===== config.mk =====
export PLATFORM = sky130hd
export DESIGN_NAME = dir_queue
export DESIGN_NICKNAME = d
export VERILOG_FILES = /design/src/rtl/dir_queue.sv
export SDC_FILE = /design/constraint.sdc
export NUM_CORES = 1
export LEC_CHECK = 0
export BUFFER_PORTS_ARGS = -buffer_cell sky130_fd_sc_hd__buf_2
export CELL_PAD_IN_SITES_DETAIL_PLACEMENT = 0
export CELL_PAD_IN_SITES_GLOBAL_PLACEMENT = 1
export CORE_MARGIN = 10
export CORE_UTILIZATION = 42
export DETAILED_ROUTE_END_ITERATION = 6
export PLACE_DENSITY_LB_ADDON = 0.1
export SLEW_MARGIN = 20
export SYNTH_ARGS = -nofsm -noshare
export SYNTH_HDL_FRONTEND = slang
export SYNTH_SLANG_ARGS = --single-unit

===== constraint.sdc =====
create_clock -name clk -period 2.5 [get_ports clk]
set_input_delay 0.375 -clock clk [delete_from_list [all_inputs] [get_ports clk]]
set_output_delay 0.375 -clock clk [all_outputs]
set_load 0.01 [all_outputs]

===== src/rtl/dir_queue.sv =====
// Direction input queue: synchronizes raw pushbuttons, filters illegal turns and
// buffers up to DEPTH headings that are consumed one per game tick.
module dir_queue #(
  parameter int DEPTH       = 4,
  parameter int SYNC_STAGES = 2
) (
  input  logic                     clk,
  input  logic                     rst,
  input  logic [3:0]               direction_pb,
  input  logic                     tick,
  input  logic                     game_reset,
  output logic [1:0]               direction,
  output logic                     turned,
  output logic [$clog2(DEPTH):0]   count,
  output logic                     overflow
);

  localparam int PW = $clog2(DEPTH);
  localparam int CW = PW + 1;
  localparam logic [CW-1:0] FULL = CW'(DEPTH);
  localparam logic [PW-1:0] ONE  = PW'(1);

  logic [3:0]    sync_q [SYNC_STAGES];
  logic [3:0]    prevPb_q;
  logic [1:0]    mem [DEPTH];
  logic [PW-1:0] head_q, head_d, tail_q, tail_d;
  logic [CW-1:0] count_q, count_d;
  logic [1:0]    dir_q, dir_d;
  logic          turned_q, turned_d;
  logic          ovf_q, ovf_d;

  logic [3:0] rise;
  logic       pressValid;
  logic [1:0] pressDir;
  logic [1:0] refDir;
  logic       accept, pop, push;

  // History flops keep running through game_reset so a held button is not re-detected.
  always_ff @(posedge clk or posedge rst) begin
    if (rst) begin
      for (int i = 0; i < SYNC_STAGES; i++) sync_q[i] <= '0;
      prevPb_q <= '0;
    end else begin
      sync_q[0] <= direction_pb;
      for (int i = 1; i < SYNC_STAGES; i++) sync_q[i] <= sync_q[i-1];
      prevPb_q <= sync_q[SYNC_STAGES-1];
    end
  end

  assign rise = sync_q[SYNC_STAGES-1] & ~prevPb_q;

  always_comb begin
    pressValid = 1'b1;
    pressDir   = 2'b00;
    if (rise[3])      pressDir = 2'b11;
    else if (rise[2]) pressDir = 2'b10;
    else if (rise[1]) pressDir = 2'b01;
    else if (rise[0]) pressDir = 2'b00;
    else              pressValid = 1'b0;
  end

  // Same heading or its reverse share bit1, so only an axis change is a legal turn.
  assign refDir = (count_q != '0) ? mem[tail_q - ONE] : dir_q;
  assign accept = pressValid && (pressDir[1] != refDir[1]);
  assign pop    = tick && (count_q != '0);
  assign push   = accept && ((count_q != FULL) || pop);

  always_comb begin
    head_d   = head_q;
    tail_d   = tail_q;
    count_d  = count_q;
    dir_d    = dir_q;
    ovf_d    = ovf_q;
    turned_d = 1'b0;
    if (game_reset) begin
      head_d  = '0;
      tail_d  = '0;
      count_d = '0;
      dir_d   = 2'b00;
      ovf_d   = 1'b0;
    end else begin
      if (pop) begin
        dir_d    = mem[head_q];
        head_d   = head_q + ONE;
        turned_d = 1'b1;
      end
      if (push) tail_d = tail_q + ONE;
      if (accept && (count_q == FULL) && !pop) ovf_d = 1'b1;
      if (push && !pop)      count_d = count_q + CW'(1);
      else if (pop && !push) count_d = count_q - CW'(1);
    end
  end

  always_ff @(posedge clk or posedge rst) begin
    if (rst) begin
      head_q   <= '0;
      tail_q   <= '0;
      count_q  <= '0;
      dir_q    <= 2'b00;
      turned_q <= 1'b0;
      ovf_q    <= 1'b0;
    end else begin
      head_q   <= head_d;
      tail_q   <= tail_d;
      count_q  <= count_d;
      dir_q    <= dir_d;
      turned_q <= turned_d;
      ovf_q    <= ovf_d;
    end
  end

  // Storage is never visible while empty, so it carries no reset.
  always_ff @(posedge clk) begin
    if (push && !game_reset) mem[tail_q] <= pressDir;
  end

  assign direction = dir_q;
  assign turned    = turned_q;
  assign count     = count_q;
  assign overflow  = ovf_q;

endmodule

==> Word level (Yosys, flattened, before mapping) <==
Memories as Yosys holds them, arrays and structs flattened.
Cells that the tools add are included.
{ "totals": {"register_bits": 23, "ram_bits": 8, "in_bits": 8, "out_inout_bits": 7, "elab_cells": 60, "n_memories": 1} }
{ "classes": {"n_addsub": 5, "eq_ne": 3, "n_mux": 23, "n_bitwise": 2, "n_reduce_logical": 17} }
{ "memory_table": {"columns": ["memory", "words", "width", "read_ports", "rd_ports_with_merged_regs", "write_ports", "line_no", "rtl"], "rows": [
  ["mem", 4, 2, 2, 0, 1, "25", "logic [1:0] mem [DEPTH];"]
]} }
{ "ops": {"columns": ["op", "n"], "rows": [
  ["2-to-1 mux 2 bit", 9],
  ["2-to-1 mux 1 bit", 11],
  ["2-to-1 mux 3 bit", 3],
  ["logical AND 1 bit", 8],
  ["nonzero test 2 bit", 3],
  ["nonzero test 3 bit", 2],
  ["adder 2 x 1 -> 2 bit (second input constant)", 2],
  ["AND 4 bit", 1],
  ["inverter 4 bit", 1],
  ["adder 3 x 1 -> 3 bit (second input constant)", 1],
  ["== test 3 bit (second input constant)", 1],
  ["logical NOT 1 bit", 3],
  ["!= test 3 bit (second input constant)", 1],
  ["subtractor 3 x 1 -> 3 bit (second input constant)", 1],
  ["subtractor 2 x 1 -> 2 bit (second input constant)", 1],
  ["logical OR 1 bit", 1],
  ["!= test 1 bit", 1]
]} }

==> Depth between registers and ports, before layout <==
Gate-level depths: netlist of run 1.
{ "depth": {"ltp_word": 13, "mapped_depth": 11, "ltp_nobuf": 11} }

==> Worst setup path after synthesis of run 1 <==
Ideal clock, no wire load.
{ "synth_path": {"kind": "register to register", "start": "register tail_q[0]", "end": "register count_q[2] (netlist: count[2])", "setup_ns": 0.090, "arrival_time_ns": 2.603, "t_required_ns": 2.410, "slack_ns": -0.193, "path_stages_with_launch": 12, "path_buffers": 0, "period_less_slack_ns": 2.693, "cell_sequence": "dfrtp_1 > inv_1 > ha_1 > mux4_2 > mux2i_4 > mux2i_1 > nor3_1 > fa_1 > nor3_1 > a221o_1 > mux2i_1 > o221ai_1"} }
{ "synth_via": {"elab_chain_cells": 9, "word_cells_on_any_way": 12, "cone_classes": "1 x add/sub; 1 x eq/ne; 3 x mux; 6 x reduce/logical; 1 x memory"} }
{ "synth_lines": {"columns": ["element", "line_no", "rtl"], "rows": [
  ["start: declaration", "26", "logic [PW-1:0] head_q, head_d, tail_q, tail_d;"],
  ["start signal: assignment", "104", "tail_q <= tail_d;"],
  ["subtractor 2 x 1 -> 2 bit (*)", "63", "assign refDir = (count_q != '0) ? mem[tail_q - ONE] : dir_q;"],
  ["memory (4 x 2 bit) (*)", null, null],
  ["2-to-1 mux 2 bit (*)", "63", null],
  ["!= test 1 bit (*)", "64", "assign accept = pressValid && (pressDir[1] != refDir[1]);"],
  ["logical AND 1 bit (*)", "64", null],
  ["logical AND 1 bit (*)", "66", "assign push = accept && ((count_q != FULL) || pop);"],
  ["logical AND 1 bit or logical NOT 1 bit (tied branches)", "89, 90", null],
  ["2-to-1 mux 3 bit or logical AND 1 bit (tied branches)", "89, 90", null],
  ["2-to-1 mux 3 bit or nonzero test 3 bit (tied branches)", null, null],
  ["end signal: assignment", "105", "count_q <= count_d;"],
  ["end: declaration", "27", "logic [CW-1:0] count_q, count_d;"]
]} }
Mark *: on every way between the ends. The rest lies on a longest branch, timed or not.
A chain may end at the register's enable or synchronous reset.

==> Worst setup path after layout of run 1 <==
Same ends and word-level chain as after synthesis.

==> metrics.csv, run 1 <==
stage,metric,value,unit
timing,RSZ-0062 raised after global routing,true,
timing,max-slew violations,0,
worst_setup_path,critical path arrival,2780,ps
worst_setup_path,Critical Path End Type,flop,
timing,crit share post-route,1.01,
timing,achievable clock frequency,395,MHz
clock_network,CTS tree,built,
synth,yosys warns,0,
worst_setup_path,FF-to-FF Start,tail_q[0]$_DFFE_PP0P_,
synth,"EDFF count, synth",8,
clock_network,"Hold-fix buffers, CTS",0,
floorplan,Vert. Die Dim,77.6,um
worst_setup_path,cell breakdown of the critical path,"inv_2, ha_4, mux4_2, mux2i_4, mux2i_2, nor3_2, fa_2, buf_4, a2111o_1, o221ai_1",
power_and_ir_drop,maximum VDD drop,0.421,mV
synth,mean area per synthesized cell,13.3,sq um
timing,Setup WS post-layout,-30.4,ps
outcome,status,finished with violations,
cells_and_area,Diodes inserted,0,
grt,total track usage,0.0960,
timing,slew margin rel.,0.431,
cells_and_area,FF+latch area,816,sq um
cells_and_area,fillcell total,281,
synth,Synthesized Nets,118,
timing,min Tclk post-route,2530,ps
detailed_routing,DRT Wirelength,2640,um
worst_setup_path,Crit. Startpoint,tail_q[0]$_DFFE_PP0P_,
min_path,HP Start,direction_pb[0],
grt,largest net degree at the start of global routing,24,
worst_setup_path,Crit-path slowest cell,dfrtp_1,
detailed_routing,via/cell ratio,4.82,
clock_network,clk root buf,clkbuf_4,
cells_and_area,Area Growth Syn to Fin,25.1,%
timing,Worst-Margin Slew,853,ps
worst_setup_path,Crit Path Max Fanout,4,
detailed_routing,"antenna viol nets, final",0,
floorplan,io pins,15,
clock_network,worst skew pair latency,330,ps
synth,synthesized instance count,105,
synth,asr flop ratio synth,0.742,
detailed_routing,1st-iter DRT viols,39,
min_path,Hold Path Class,input pin to flop,
outcome,failing checks,setup timing,
timing,hold slack final,150,ps
worst_setup_path,worst endpoint required time,2750,ps
detailed_routing,router iterations before antenna repair,4,
clock_network,H-Tree Depth,2,
place,# port buffers,14,
grt,GRT overflow,0,
place,GPL Wtd Cong,0.741,
grt,first-pass GRT wire length,4620,um
clock_network,buffer levels on the longest clock path,2,
cells_and_area,layout cell share with drive strength beyond 1,0.394,
cells_and_area,final core area utilization,0.558,
floorplan,chip width,77.6,um
worst_setup_path,Max stage delay on crit path,400,ps
synth,share of the yosys chip area belonging to registers,0.585,
flow_run,Max-cap violations,0,
clock_network,cts bufs inserted,5,
cells_and_area,area of the multi-input gates,591,sq um
cells_and_area,nets@finish,154,
worst_setup_path,kind of critical path,flop to flop,
floorplan,Initial Util,0.446,
grt,initial antenna violation count,0,
clock_network,CTS Sinks,31,
floorplan,row cnt,20,
power_and_ir_drop,power consumption,1780,uW
detailed_routing,vias,896,
power_and_ir_drop,P_leak,0.000780,uW
timing,count of final hold-check violations,0,
detailed_routing,drc violations,0,
power_and_ir_drop,PwrDens,1020,nW/um^2
timing,Max Clock Skew,12.8,ps
floorplan,Die ar.,6030,sq um
worst_setup_path,Startpoint Class,flop,
timing,Final Setup Violations,2,
synth,synthesized flop and latch total,31,
grt,vias in the first global route,937,
clock_network,Worst-path clk slew,100,ps
timing,Final TNS setup,-37.1,ps
synth,"Primary FF master, synth",dfrtp_1,
floorplan,Core Box Area,3130,sq um
synth,Synth Cell Area,1400,sq um
synth,"Distinct cells, synth",34,
place,DP Wirelength,1820,um
detailed_routing,routed len/inst,14.2,um
where the power goes:
group	internal, uW	switching, uW	total [uW]
combinational	461	374	834
sequential	592	48.7	641
clock	136	173	310
total	1190	596	1780
synthesized netlist by cell type, types with 3 or more instances:
library cell,n,area (sq um)
mux4_2,3,67.6
edfxtp_1,8,240
inv_1,6,22.5
nor3_1,3,15.0
mux2i_1,5,50.1
nand2_1,4,15.0
dfrtp_1,23,576
nor2_1,12,45.0
ha_1,4,50.1
and2_1,5,31.3
a21oi_1,3,15.0
worst paths after layout:
path	end	slack, ps	cells past startpoint
worst max-delay path	count[2]$_DFFE_PP0P_	-30	10
worst min-delay path	sync_q[4]$_DFF_PP0_	150	1
worst max register to register	count[2]$_DFFE_PP0P_	-30	10
worst min register to register	sync_q[3]$_DFF_PP0_	360	0
max in group asynchronous	sync_q[7]$_DFF_PP0_	1760	2
min in group asynchronous	overflow$_DFFE_PP0P_	200	2
cell usage in the layout (no fill, tap or decap), types with 2 or more instances in the layout:
cell type,netlist,final
a21oi_1,3,3
and2_1,5,5
buf_2,0,14
buf_4,1,17
clkbuf_4,0,5
dfrtp_1,23,23
edfxtp_1,8,8
ha_1,4,3
inv_1,6,4
inv_2,1,3
mux2_4,1,3
mux2i_1,5,3
mux2i_4,1,2
mux4_2,3,3
nand2_1,4,4
nand2b_1,2,2
nand3b_1,2,2
nor2_1,12,12
nor2b_1,2,2
nor3_2,0,2
o21ai_0,2,2
or3_1,2,2
what timing repair did:
action | 4_1_cts | 5_1_grt
endpoints found under the setup margin | 2 | 3
pin swaps | 6 | 3
endpoints found under the hold margin | 0 | 0
gates resized for setup | 3 | 4
setup buffers | 4 | 2
logic make-up after synthesis:
group / share of synthesized area
adder cells (fa/ha/maj): 0.0502
multiplexers: 0.127
AND/OR/NAND/NOR: 0.126
XOR/XNOR: 0.0126
buffers and inverters: 0.0269
AO/OA/AOI/OAI: 0.0718
flip-flops: 0.585
critical path, delay by kind of cell (launching register included):
kind	cells	cell delay [ps]
AO/OA/AOI/OAI	2	340
flip-flops	1	400
multiplexers	3	760
AND/OR/NAND/NOR	1	70
buffers and inverters	2	220
adder cells (fa/ha/maj)	2	650
flip-flops by register name, indices dropped and copies added, names as in the netlist:
register	cells
mem	8
sync_q	8
prevPb_q	4
count	3
direction	2
head_q	2
tail_q	2
overflow	1
turned	1
layout make-up:
| class | instances | share of cell area |
|---|---|---|
| flip-flops and latches | 31 | 0.467 |
| multi-input cells | 65 | 0.338 |
| repair buffers | 31 | 0.113 |
| clock buffers | 7 | 0.0315 |
| well taps | 44 | 0.0315 |
| inverters | 7 | 0.0151 |
| clock inverters | 1 | 0.00287 |
per-stage QoR:
| stage | setup WS (ps) | cells | cell area [sq um] |
|---|---|---|---|
| after floorplan | -98.9 | 105 | 1410 |
| after global placement | 17.5 | 172 | 1610 |
| after detailed placement | -62.3 | 172 | 1610 |
| after CTS | -70.0 | 184 | 1710 |
| after global routing | -198 | 186 | 1750 |
| final | -30.4 | 186 | 1750 |
metal layers:
layer  track usage  vias up  wire (um)
met1         0.126      436       1310
met2         0.133       16       1160
met4        0.0383        0         38
met5             0        -          0
li1              -      440          -
met3        0.0449        4        126
(Power assumes the default switching activity.)
==> run 2, diff against run 1 <==
--- a/config.mk
+++ b/config.mk
@@ -12,7 +12,7 @@
 export CORE_UTILIZATION = 42
 export DETAILED_ROUTE_END_ITERATION = 6
 export PLACE_DENSITY_LB_ADDON = 0.1
-export SLEW_MARGIN = 20
+export SKIP_CTS_REPAIR_TIMING = 1
 export SYNTH_ARGS = -nofsm -noshare
 export SYNTH_HDL_FRONTEND = slang
 export SYNTH_SLANG_ARGS = --single-unit
==> run 2 against run 1 <==
Against the previous run: the flow still finishes with violations (setup timing); clock-buffer cell count stayed put; power is 2.7% lower; fmax shrank 2.1%; final cell count down 2.2%; register-to-register slack worse by 60 ps; critical path depth increased by 1.
==> metrics.csv, run 2 (same netlist as run 1, synthesis figures left out) <==
stage,metric,value,unit,change
clock_network,buffer levels on the longest clock path,2,,unchanged
min_path,Hold Path Depth,1,,unchanged
timing,min Tclk post-route,2590,ps,+55.4 ps
timing,slew margin rel.,0.431,,about the same
min_path,Hold Path Sink,sync_q[4]$_DFF_PP0_,,
clock_network,cts bufs inserted,5,,unchanged
timing,RSZ-0062 raised after global routing,true,,
detailed_routing,via/cell ratio,4.85,,+0.60%
min_path,HP Start,direction_pb[0],,
clock_network,CTS Sinks,31,,unchanged
grt,vias in the first global route,916,,-2.2%
detailed_routing,drc violations,0,,unchanged
cells_and_area,Diodes inserted,0,,unchanged
floorplan,Core Box Area,3130,sq um,unchanged
clock_network,CTS tree,built,,
worst_setup_path,kind of critical path,flop to flop,,
power_and_ir_drop,power consumption,1740,uW,-2.7%
detailed_routing,1st-iter DRT viols,34,,-13%
worst_setup_path,Crit Path Max Fanout,5,,+1
outcome,failing checks,setup timing,,
timing,count of final hold-check violations,0,,unchanged
worst_setup_path,critical path arrival,2800,ps,+20 ps
worst_setup_path,cell depth of the worst flop-to-flop path,11,,+1
clock_network,Worst-path clk slew,110,ps,about the same
clock_network,H-Tree Depth,2,,unchanged
worst_setup_path,Reg-to-Reg End,count[2]$_DFFE_PP0P_,,
place,GPL Wtd Cong,0.741,,unchanged
power_and_ir_drop,maximum VDD drop,0.392,mV,-6.8%
grt,total track usage,0.0932,,-0.00286
cells_and_area,largest registers,"mem (8), sync_q (8), prevPb_q (4)",,
timing,Setup WS post-layout,-85.8,ps,-55.4 ps
min_path,Hold Path Class,input pin to flop,,
detailed_routing,"antenna viol nets, final",0,,unchanged
place,# port buffers,14,,unchanged
worst_setup_path,Startpoint Class,flop,,
worst_setup_path,worst endpoint required time,2720,ps,-30 ps
floorplan,io pins,15,,unchanged
clock_network,worst skew pair latency,330,ps,about the same
grt,first-pass GRT wire length,4470,um,-3.1%
place,post-place setup slack,-62.3,ps,unchanged
grt,largest net degree at the start of global routing,24,,unchanged
timing,crit share post-route,1.03,,+0.0222
worst_setup_path,flop2flop setup slack,-90,ps,-60 ps
floorplan,Vert. Die Dim,77.6,um,unchanged
timing,Max Clock Skew,14.3,ps,+1.54 ps
detailed_routing,routed len/inst,14.2,um,+0.26%
power_and_ir_drop,P_leak,0.000756,uW,-3.1%
cells_and_area,fillcell total,287,,+2.1%
grt,initial antenna violation count,0,,unchanged
cells_and_area,"most common cell after layout, fill and taps aside",dfrtp_1,,
cells_and_area,layout cell share with drive strength beyond 1,0.370,,-0.0248
timing,achievable clock frequency,387,MHz,-2.1%
grt,GRT overflow,0,,unchanged
cells_and_area,Area Growth Syn to Fin,22.9,%,
place,DP Wirelength,1820,um,unchanged
floorplan,chip width,77.6,um,unchanged
clock_network,clk root buf,clkbuf_4,,
detailed_routing,DRT Wirelength,2590,um,-1.9%
timing,Final Setup Violations,2,,unchanged
floorplan,row cnt,20,,unchanged
cells_and_area,nets@finish,150,,-2.6%
worst_setup_path,Critical Path End Type,flop,,
power_and_ir_drop,PwrDens,1010,nW/um^2,-0.94%
timing,Worst-Margin Slew,852,ps,-0.637 ps
cells_and_area,"commonest non-fill, non-tap cells in the layout","dfrtp_1 (23), buf_2 (14), buf_4 (13)",,
floorplan,Initial Util,0.446,,unchanged
flow_run,Max-cap violations,0,,unchanged
outcome,status,finished with violations,,
timing,max-slew violations,0,,unchanged
worst_setup_path,FF-to-FF Start,tail_q[0]$_DFFE_PP0P_,,
floorplan,Die ar.,6030,sq um,unchanged
detailed_routing,router iterations before antenna repair,4,,unchanged
detailed_routing,vias,882,,-1.6%
## run 2: cell types whose count changed in the layout (fill, tap and decap cells not counted)
cell / change
inv_1: +1
mux2_1: +1
mux2_4: -1
nand2_2: +1
nand2_1: -1
buf_4: -4
inv_2: -1
## run 2: worst max-delay path by stage
stage,start,to,slack [ps],depth (start not counted)
4_1_cts,tail_q[0]$_DFFE_PP0P_,count[2]$_DFFE_PP0P_,-100,11
5_1_grt,tail_q[0]$_DFFE_PP0P_,count[2]$_DFFE_PP0P_,-270,11
3_5_place_dp,tail_q[0]$_DFFE_PP0P_,count[2]$_DFFE_PP0P_,-60,11
6_report,tail_q[0]$_DFFE_PP0P_,count[2]$_DFFE_PP0P_,-90,11
2_1_floorplan,tail_q[0]$_DFFE_PP0P_,count[1]$_DFFE_PP0P_,-100,9
3_3_place_gp,tail_q[0]$_DFFE_PP0P_,count[1]$_DFFE_PP0P_,20,9
## run 2: metrics by stage
step                instance area [sq um]  utilization  std cells  TNS (ps)  hold slack (ps)
floorplan                            1410            -        105      -180              331
global placement                     1610        0.514        172         0              334
detailed placement                   1610        0.514        172     -79.4              336
CTS                                  1670        0.533        180      -148              139
global route                         1710        0.548        182      -407              129
finish                               1710        0.548        182      -113              149
## run 2: layout make-up
class / instances / area (sq um) / area share
sequential: 31 / 816 / 0.476
multi-input combinational: 65 / 589 / 0.344
timing repair buffer: 27 / 168 / 0.0978
clock buffer: 7 / 55.1 / 0.0321
tap: 44 / 55.1 / 0.0321
inverter: 7 / 26.3 / 0.0153
clock inverter: 1 / 5.00 / 0.00292
## run 2: worst max-delay path, stage by stage, from the launching register on
cell and delay, ps:
dfrtp_1 400, inv_2 70, ha_4 270, mux4_2 310, mux2i_4 180, mux2i_2 100, nor3_2 210, fa_2 290
nand2_2 60, a221o_1 290, mux2i_1 140, o221ai_1 130
## run 2: routing by layer
layer,part of all wire,track usage,vias up
li1,-,-,435
met1,0.50,0.123,426
met2,0.44,0.126,17
met3,0.049,0.0449,4
met4,0.015,0.0383,0
met5,0,0,-
## run 2: power breakdown
part | internal (uW) | leakage [uW] | switching, uW
Sequential | 592 | 0.000361 | 48.1
Clock | 136 | 0.0000353 | 175
Combinational | 420 | 0.000360 | 365
Total | 1150 | 0.000756 | 588
==> run 3, diff against run 2 <==
==> constraint.sdc (replaced) <==
create_clock -name clk -period 2.5 [get_ports clk]
set_input_delay 0.375 -clock clk [delete_from_list [all_inputs] [get_ports clk]]
set_output_delay 0.375 -clock clk [all_outputs]
set_load 0.1 [all_outputs]
==> run 3 against run 2 <==
Against the previous run: the flow still finishes with violations (setup timing); power increased by 10%; clock-buffer cell count unchanged; utilization about the same; register-to-register slack improved by 20 ps; worst hold slack got worse by 81 ps; setup slack improved by 22 ps; combinational power increased by 22%; sequential share of layout area increased by 0.55 points; fmax increased by 0.87%; via count decreased by 1.5%; first-iteration DRC count unchanged; non-clock buffer count decreased by 1.
==> metrics.csv, run 3 (same netlist as run 1, synthesis figures left out) <==
stage,metric,value,unit,change
grt,met3 Resource Use GR,0.0415,,-0.00346
grt,initial antenna violation count,0,,unchanged
place,Placed Area,1620,sq um,+0.86%
timing,min Tclk post-route,2560,ps,-22.3 ps
worst_setup_path,Startpoint Class,flop,,
timing,Setup WS post-layout,-63.5,ps,+22.3 ps
timing,Final Setup Violations,2,,unchanged
grt,GRT overflow,0,,unchanged
worst_setup_path,number of buffers and inverters on the critical path,1,,unchanged
worst_setup_path,Crit Path Max Fanout,5,,unchanged
clock_network,buffer levels on the longest clock path,2,,unchanged
floorplan,io pins,15,,unchanged
clock_network,Worst-path clk slew,100,ps,about the same
timing,max-slew violations,0,,unchanged
outcome,status,finished with violations,,
worst_setup_path,Crit-path slowest cell,dfrtp_1,,
cells_and_area,nets@finish,149,,-0.67%
place,post-place setup slack,-125,ps,-62.7 ps
timing,count of final hold-check violations,0,,unchanged
grt,total track usage,0.0948,,+0.00158
timing,RSZ-0062 raised after global routing,true,,
timing,hold slack final,68.2,ps,-81.2 ps
timing,crit share post-route,1.03,,-0.00891
detailed_routing,routed len/inst,14.8,um,+4.3%
clock_network,worst skew pair latency,330,ps,about the same
timing,Worst-Margin Slew,493,ps,-360 ps
clock_network,cts bufs inserted,5,,unchanged
power_and_ir_drop,maximum VDD drop,0.607,mV,+55%
power_and_ir_drop,P_leak,0.000749,uW,-0.87%
detailed_routing,1st-iter DRT viols,34,,unchanged
worst_setup_path,kind of critical path,flop to flop,,
cells_and_area,Final Cell Area,1710,sq um,about the same
cells_and_area,layout cell share with drive strength beyond 1,0.394,,+0.0246
cells_and_area,largest registers,"mem (8), sync_q (8), prevPb_q (4)",,
grt,largest net degree at the start of global routing,24,,unchanged
outcome,failing checks,setup timing,,
detailed_routing,vias,869,,-1.5%
grt,first-pass GRT wire length,4570,um,+2.3%
worst_setup_path,critical path arrival,2810,ps,about the same
cells_and_area,Area Growth Syn to Fin,22.8,%,about the same
cells_and_area,"most common cell after layout, fill and taps aside",dfrtp_1,,
min_path,Hold Path Class,input pin to asynchronous set/reset pin,,
floorplan,Die ar.,6030,sq um,unchanged
grt,grt met1 use,0.125,,+0.00172
worst_setup_path,Critical Path End Type,flop,,
cells_and_area,Diodes inserted,0,,unchanged
grt,M2 GR Usage,0.134,,+0.00829
place,GPL Wtd Cong,0.766,,+3.3%
place,# port buffers,14,,unchanged
clock_network,CTS tree,built,,
power_and_ir_drop,PwrDens,1120,nW/um^2,+10%
worst_setup_path,Max stage delay on crit path,390,ps,about the same
clock_network,clk root buf,clkbuf_4,,
timing,Max Clock Skew,9.80,ps,-4.51 ps
floorplan,Vert. Die Dim,77.6,um,unchanged
timing,slew margin rel.,0.674,,+0.243
worst_setup_path,cell with the most instances on the worst path,nor3_2,,
detailed_routing,via/cell ratio,4.80,,-0.93%
floorplan,row cnt,20,,unchanged
floorplan,chip width,77.6,um,unchanged
flow_run,Max-cap violations,0,,unchanged
detailed_routing,"antenna viol nets, final",0,,unchanged
grt,vias in the first global route,925,,+0.98%
clock_network,CTS Sinks,31,,unchanged
worst_setup_path,cell breakdown of the critical path,"inv_2, ha_4, mux4_2, mux2i_4, mux2i_2, nor3_2, fa_2, nor3_2, a221o_1, mux2i_1, o221ai_1",,
cells_and_area,"commonest non-fill, non-tap cells in the layout","dfrtp_1 (20), buf_2 (14), buf_4 (12)",,
grt,gr busiest metal,met2,,
detailed_routing,drc violations,0,,unchanged
place,DP Wirelength,1920,um,+5.6%
detailed_routing,router iterations before antenna repair,4,,unchanged
floorplan,Core Box Area,3130,sq um,unchanged
timing,achievable clock frequency,390,MHz,+0.87%
detailed_routing,DRT Wirelength,2680,um,+3.7%
worst_setup_path,worst endpoint required time,2740,ps,+20 ps
floorplan,Initial Util,0.446,,unchanged
clock_network,H-Tree Depth,2,,unchanged
worst_setup_path,"CP delay by family, top",multiplexers,,
## run 3: final cells by class
type                            instances  area, sq um
Inverter                                7         26.3
Sequential cell                        31          825
Fill cell                             283         1420
Multi-Input combinational cell         65          587
Tap cell                               44         55.1
Clock buffer                            7         55.1
Clock inverter                          1         5.00
Timing Repair Buffer                   26          160
## run 3: per-stage QoR
stage	setup TNS, ps	utilization	power [uW]	std cells
2_1_floorplan	-260	-	1370	105
6_report	-112	0.548	1920	181
3_5_place_dp	-183	0.518	1580	172
3_3_place_gp	-23.1	0.518	1560	172
5_1_grt	-330	0.548	2040	181
4_1_cts	-240	0.537	1890	180
## run 3: worst register-to-register path, delay by kind of cell, from the launching register on
family / cells / cell delay [ps]
mux: 4 / 880
fa+ha+maj: 2 / 660
flops: 1 / 390
compound gates: 2 / 290
simple gates: 2 / 200
buf+inv: 1 / 60
## run 3: worst paths after layout
kind / cells after the start / from / end / slack [ps]
hold / removal: 3 / rst / head_q[1]$_DFFE_PP0P_ / 70
hold reg to reg: 0 / sync_q[4]$_DFF_PP0_ / sync_q[0]$_DFF_PP0_ / 350
max in group asynchronous: 3 / rst / count[2]$_DFFE_PP0P_ / 2170
setup reg to reg: 11 / tail_q[0]$_DFFE_PP0P_ / count[2]$_DFFE_PP0P_ / -60
min in group clk: 1 / direction_pb[0] / sync_q[4]$_DFF_PP0_ / 150
setup / recovery: 11 / tail_q[0]$_DFFE_PP0P_ / count[2]$_DFFE_PP0P_ / -60
## run 3: per-layer routing
| layer | vias to the layer above | share of wire |
|---|---|---|
| met3 | 4 | 0.045 |
| met1 | 422 | 0.48 |
| met4 | 0 | 0.014 |
| met2 | 13 | 0.46 |
| met5 | - | 0 |
| li1 | 430 | - |
## run 3: power breakdown
| group | internal [uW] | leakage, uW | switching (uW) |
|---|---|---|---|
| Clock | 136 | 0.0000353 | 166 |
| Sequential | 601 | 0.000356 | 57.8 |
| Combinational | 383 | 0.000358 | 571 |
| Total | 1120 | 0.000749 | 795 |
